$ cat src/rtl/beat_packer.sv
// beat_packer: gathers PACK_FACTOR narrow input beats into one wide output word.
// Beat k of a word occupies lanes [k*DATA_WIDTH +: DATA_WIDTH], beat 0 in the LSBs.
// A word closes early when data_in_last is set. Unused upper lanes are zero, and
// data_out_count reports how many beats the word holds.
//
// Handshake (both sides): a transfer happens on a rising clk edge where valid and
// ready are both 1. A valid source holds its payload stable until that edge.
// data_in_ready never depends on data_in_valid. It does depend on data_in_last,
// because only a completing beat needs a free output register. Non-completing
// beats keep filling the accumulator while the output is stalled.
module beat_packer #(
    parameter int DATA_WIDTH  = 8,
    parameter int PACK_FACTOR = 4
) (
    input  logic                                clk,
    input  logic                                rst,
    input  logic [DATA_WIDTH-1:0]               data_in,
    input  logic                                data_in_valid,
    output logic                                data_in_ready,
    input  logic                                data_in_last,
    output logic [DATA_WIDTH*PACK_FACTOR-1:0]   data_out,
    output logic                                data_out_valid,
    input  logic                                data_out_ready,
    output logic                                data_out_last,
    output logic [$clog2(PACK_FACTOR):0]        data_out_count
);

    localparam int CNT_W   = $clog2(PACK_FACTOR);
    localparam int COUNT_W = $clog2(PACK_FACTOR) + 1;

    typedef logic [CNT_W-1:0]   cnt_t;
    typedef logic [COUNT_W-1:0] count_t;

    localparam cnt_t LAST_LANE = cnt_t'(PACK_FACTOR - 1);

    // Partial word: lanes 0..cnt-1 hold beats already accepted; higher lanes stay zero.
    logic [PACK_FACTOR-2:0][DATA_WIDTH-1:0] acc;
    cnt_t                                   cnt;

    logic                                   output_free;
    logic                                   accept;
    logic                                   completing;
    logic                                   out_xfer;
    logic [DATA_WIDTH*PACK_FACTOR-1:0]      next_word;

    assign output_free   = !data_out_valid || data_out_ready;
    assign data_in_ready = !rst && (output_free || (cnt != LAST_LANE && !data_in_last));
    assign accept        = data_in_valid && data_in_ready;
    assign completing    = accept && (cnt == LAST_LANE || data_in_last);
    assign out_xfer      = data_out_valid && data_out_ready;

    // Assemble the closing word: stored lanes below cnt, the incoming beat at cnt, zero above.
    always_comb begin
        next_word = '0;
        for (int k = 0; k < PACK_FACTOR - 1; k++) begin
            if (cnt_t'(k) < cnt) begin
                next_word[k*DATA_WIDTH +: DATA_WIDTH] = acc[k];
            end
        end
        for (int k = 0; k < PACK_FACTOR; k++) begin
            if (cnt_t'(k) == cnt) begin
                next_word[k*DATA_WIDTH +: DATA_WIDTH] = data_in;
            end
        end
    end

    // Accumulator and beat counter: store non-completing beats, restart after a completing one.
    always_ff @(posedge clk or posedge rst) begin
        if (rst) begin
            acc <= '0;
            cnt <= '0;
        end else if (completing) begin
            acc <= '0;
            cnt <= '0;
        end else if (accept) begin
            for (int k = 0; k < PACK_FACTOR - 1; k++) begin
                if (cnt_t'(k) == cnt) begin
                    acc[k] <= data_in;
                end
            end
            cnt <= cnt + cnt_t'(1);
        end
    end

    // Output register: load on a completing beat; otherwise drop valid once the word is taken.
    always_ff @(posedge clk or posedge rst) begin
        if (rst) begin
            data_out       <= '0;
            data_out_valid <= 1'b0;
            data_out_last  <= 1'b0;
            data_out_count <= '0;
        end else if (completing) begin
            data_out       <= next_word;
            data_out_valid <= 1'b1;
            data_out_last  <= data_in_last;
            data_out_count <= count_t'(cnt) + count_t'(1);
        end else if (out_xfer) begin
            data_out_valid <= 1'b0;
        end
    end

endmodule

$ cat config.mk
export PLATFORM = sky130hd
export DESIGN_NAME = beat_packer
export DESIGN_NICKNAME = d
export VERILOG_FILES = /design/src/rtl/beat_packer.sv
export SDC_FILE = /design/constraint.sdc
export NUM_CORES = 1
export LEC_CHECK = 0
export BUFFER_PORTS_ARGS = -buffer_cell sky130_fd_sc_hd__clkbuf_2
export CORE_ASPECT_RATIO = 0.5
export CORE_UTILIZATION = 50
export CTS_CLUSTER_SIZE = 20
export DETAILED_ROUTE_END_ITERATION = 12
export GPL_ROUTABILITY_DRIVEN = 0
export HOLD_SLACK_MARGIN = 0.12
export PLACE_DENSITY = 0.87
export RECOVER_POWER = 50
export SLEW_MARGIN = 5
export SYNTH_ARGS = -nofsm -noshare
export SYNTH_HDL_FRONTEND = slang
export SYNTH_SLANG_ARGS = --single-unit
$ cat constraint.sdc
create_clock -name clk -period 1.75 [get_ports clk]
set_input_delay 0.0875 -clock clk [delete_from_list [all_inputs] [get_ports clk]]
set_output_delay 0.0875 -clock clk [all_outputs]
set_load 0.02 [all_outputs]
======== Word-level counts from Yosys, hierarchy flattened ========
Cells that the tools add are included.
cells by class
  multiplexer cells ....................... 16
  add/sub/neg operators ................... 2
  bitwise operators ....................... 0
  shifts and indexed selects .............. 0
  $lt $le $gt $ge ......................... 3
  multiply operators ...................... 0
  div/mod/pow operators ................... 0
  reduce and logical (&&, ||, !) cells .... 20
  equality and inequality tests ........... 5
operator list
  cell                                               count
  2-to-1 mux 8 bit                                   10
  2-to-1 mux 24 bit                                  2
  nonzero test 2 bit                                 5
  AND reduction 2 bit                                3
  logical AND 1 bit                                  5
  == test 2 bit, first input constant                2
  < comparator 1 x 2 -> 1 bit, first input constant  2
  2-to-1 mux 2 bit                                   2
  adder 2 x 1 -> 3 bit, second input constant        1
  logical NOT 1 bit                                  3
  logical OR 1 bit                                   3
  adder 2 x 1 -> 2 bit, second input constant        1
  == test 1 x 2 -> 1 bit, first input constant       1
  == test 2 bit, second input constant               1
  logical NOT 2 bit                                  1
  < comparator 2 bit, first input constant           1
  2-to-1 mux 1 bit                                   2
  != test 2 bit, second input constant               1
word-level totals
  logic and storage cells ................. 54
  bits in writable memories ............... 0
  memories kept ........................... 0
  input port bits ......................... 13
  ROM bits ................................ 0
  bits in latches ......................... 0
  register bits ........................... 63

======== Depth between registers and ports, before layout ========
  depth in word-level cells ............... 8
  mapped depth ............................ 7

======== Worst setup path before layout ========
Ideal clock, no wire load.
  path type ............................... reg-to-reg
  start ................................... register cnt[1]
  end ..................................... register data_out[0]
  stages on the path, launching flop included .. 7
  data required time ...................... 1.625 ns
  clock period less this slack ............ 1.624 ns
  setup slack ............................. 0.126 ns
  path buffers ............................ 2
  data arrival time ....................... 1.499 ns
  path through ............................ dfrtp_1 ha_1 nor2_1 and3b_1 buf_6 buf_6 mux2_4
between the ends
  word-level cells in the longest chain between the ends .. 6
ends and longest elaborated chain
  element                 line  source
  start, declared         38    cnt_t cnt;
  start signal, assigned  81    cnt <= cnt + cnt_t'(1);
  != test 2 bit           47    assign data_in_ready = !rst && (output_free || (cnt != LAST_LANE && !data_in_last));
  logical AND 1 bit       47
  logical OR 1 bit        47
  logical AND 1 bit       47
  logical AND 1 bit       48    assign accept = data_in_valid && data_in_ready;
  logical AND 1 bit       49    assign completing = accept && (cnt == LAST_LANE || data_in_last);
  end signal, assigned    93    data_out <= next_word;
  end, declared           21    output logic [DATA_WIDTH*PACK_FACTOR-1:0] data_out,
Parallel ways exist; a longest one is shown, timed or not.
A chain may end at the register's enable or synchronous reset.

======== Worst setup path after layout ========
  start ................................... register cnt[0]
  end ..................................... register acc[23] (netlist bit)
between the ends
  word-level cells in the longest chain between the ends .. 8
ends and longest elaborated chain
  element                               line  source
  != test 2 bit                         47
  logical AND 1 bit                     47
  logical OR 1 bit                      47
  logical AND 1 bit                     47
  logical AND 1 bit                     48
  logical AND 1 bit                     49
  nonzero test 2 bit (no source line)   -
  AND reduction 2 bit (no source line)  -
  end signal, assigned by index         78    acc[k] <= data_in;
  end, declared                         37    logic [PACK_FACTOR-2:0][DATA_WIDTH-1:0] acc;
Parallel ways exist; a longest one is shown, timed or not.

==> summary.md <==
| Metric | Value |
|---|---|
| Status | completed |
| Relative slew slack | 40.9% |
| Critical path endpoint category | flip-flop |
| Synth cell types | 24 |
| Syn Area/Cell | 12.8 sq um |
| H-tree levels | 3 |
| Power share of the sequential group | 36.7% |
| Fraction of layout instances using a drive strength above 1 | 38.1% |
| Leak Pwr | 0.00170 uW |
| HPWL Detailed | 4.67 mm |
| Clk network pwr share | 34.0% |
| Vias in the first global route | 2411 |
| Die area | about 6000 sq um |
| Pin count of the biggest net entering global routing | 43 |
| Gate power share | 29.3% |
| Setup Total Neg Slack | 0 ps |
| Ports | 51 |
| Kind of cell adding the most delay to the critical path | flip-flops |
| Die H | 55.4 um |
| Ranking of synthesized cells by area | dfrtp_1 (55%), mux2_4 (11%), o2bb2ai_1 (7.4%) |
| Clock Latency Late Sink | 340 ps |
| P_sw | 1870 uW |
| Final Hold Fails | 0 |
| Root buf cell | clkbuf_16 |
| Non-filler cells, final | 369 |
| Internal power | 3690 uW |
| Max-cap violations | 0 |
| Critical path arrival | 2000 ps |
| Post-synth top area cell | dfrtp_1 |
| Initial Util | 54.8% |
| Global-route wire length before repair | 13.3 mm |
| Final WL | around 9.8 mm |
| Initial antenna violation count | 0 |
| Simple-gate share of the synthesized area | under 10% |
| Clk buf depth | 2 |
| Seq/Total Area, Yosys | 55.3% |
| Number of flops mapped to enable cells by yosys | 0 |
| Vias | 2421 |
| Mux share of post-synthesis cell area | 16.1% |
| Maximum VDD drop | 0.699 mV |
| CP Data Required Time | 2000 ps |
| Clock Skews | 7.52 ps |
| Adder-Cell Fraction of Synth Area | 2.19% |
| PortBufs | 50 |
| Number of synthesized register bits | 63 |
| Starting DRT DRC Count | 350 |
| DRC viols | 0 |
| Syn Inst Count | 222 |
| Cell area after synthesis | 2850 sq um |
| Core area | 5200 sq um |
| Startpoint Class | flip-flop |
| CTS Buf Count | 9 |
| Place WS | -41.8 ps |
| # rows | 18 |
| Net Count, Synth | 240 |
| CP Cell Sequence | inv_2 > buf_6 > ha_2 > or3_1 > o211ai_1 > buf_6 > o2bb2ai_1 |
| DR vias/cell | approximately 6.6 |
| Xor-xnor portion of the synthesized cell area | 0% |
| Largest family of logic cells by synthesized area | multiplexers |
| Synth warnings | 0 |
| Reg clk slew, reported paths | 50 ps |
| Global Route Usage Sum | a little under a third |
| CTS tree | built |
| Crit path kind | reg2reg |
| Die width | 109 um |
| Final WS setup | 0.292 ps |
| Slew Limit Fails | 0 |
| Most Frequent Cell on Critical Path | buf_6 |
| Placed cell count | 343 |
| Synth Area in Compound Gates | ~15% |
| Buf/Inv on CP | 3 |
| Final ANT Viol Nets | 0 |
| Post-synth top area share | a little under three fifths |
| Final worst path period need | 1750 ps |
| DRT Pass-1 Iters | 5 |
| Inserted Diodes | 0 |
| Clock sinks | 63 |
| Slowest CP cell | dfrtp_1 |
| Nets | 312 |
| PwrDens | between 1000 and 1500 nW/um^2 |
| Final worst path period share | about 100% |
| Ys flop type | dfrtp_1 |
| Crit path largest cell delay | 430 ps |
| Gr ovfl total | 0 |
| Net Sw Frac | 33.6% |
| Hold slack | 129 ps |
| Hold/Removal Path Class | in2reg |
| Area Overhead vs Synth | 34.8% |
| Final setup viols | 0 |
| Worst-margin pin slew | a little under 900 ps |
| FFs w/ async S/R, synth | 100% |
| Most numerous cell in the Yosys netlist | dfrtp_1 |
| Routed len/inst | approximately 27 um |
| Critical path fanouts, max | 8 |
| Synth top cells by count | dfrtp_1 (63), nand2_1 (30), o2bb2ai_1 (24), mux2_4 (20), a22o_1 (15) |
| Fmax | 572 MHz |
## layer usage
layer / part of all wire (%) / GRT usage, %
met4: 5.7 / 20.7
met3: 11 / 11.8
met1: 39 / 37.7
met5: 0 / 0
met2: 45 / 45.8
## placed cells by master, fill, tap and decap left out, types with 12 or more instances in the layout
| cell type | count |
|---|---|
| a22o_1 | 15 |
| buf_4 | 12 |
| clkbuf_1 | 39 |
| clkbuf_2 | 12 |
| dfrtp_1 | 62 |
| mux2_2 | 14 |
| mux2_4 | 20 |
| nand2_1 | 27 |
| o21ai_0 | 12 |
| o2bb2ai_2 | 18 |
## cell type report
class                           instances  area, sq um
Multi-Input combinational cell        140         1390
Clock buffer                           13          270
Sequential cell                        63         1580
Tap cell                               70         87.6
Fill cell                             287         1360
Inverter                                4         15.0
Timing Repair Buffer                   76          459
Clock inverter                          3         40.0
## power by group through the flow
stage | logic [uW] | clock network [uW] | registers (uW)
finish | 1630 | 1890 | 2040
global route | 1700 | 1940 | 2060
CTS | 1480 | 1860 | 1970
detailed placement | 1410 | 0 | 1980
global placement | 1360 | 0 | 1960
floorplan | 667 | 0 | 2200
## through the flow
stage	cell area [sq um]	util, %	total power (uW)
CTS	3660	70.3	5300
global placement	3250	62.4	3320
floorplan	2850	-	2870
finish	3840	73.8	5560
detailed placement	3250	62.4	3390
global route	3840	73.8	5700
## what timing repair did
| item | in CTS | in global routing |
|---|---|---|
| setup buffers | 3 | 1 |
| hold endpoints to repair | 28 | 0 |
| pin swaps | 1 | 1 |
| gates resized for setup | 2 | 42 |
| setup endpoints to repair | 13 | 33 |
| hold buffers | 7 | 0 |
## final timing paths
check,from,endpoint,slack [ps],cells after the start
worst max-delay path,cnt[0],acc[23],0.3,7
worst min register to register,data_out[27],data_out[27],500,1
min in group asynchronous,rst,data_out[13],500,3
worst max register to register,cnt[0],acc[23],0.3,7
max in group asynchronous,rst,data_out[8],360,4
worst min-delay path,data_in[6],data_out[30],130,2
## cells by family after synthesis
group                      count (synthesis)
DFF                                       63
AOI/OAI and AO/OA                         56
and+or+nand+nor                           45
muxes                                     34
buffers and inverters                     19
adders and majority gates                  5
## registers in the layout, summed over array words and instances, names as in the netlist
| register | flops |
|---|---|
| data_out | 32 |
| data_out_count | 3 |
| cnt | 2 |
| acc | 24 |
| data_out_valid | 1 |
| data_out_last | 1 |
Note: power is estimated with default switching activity, not from simulation.
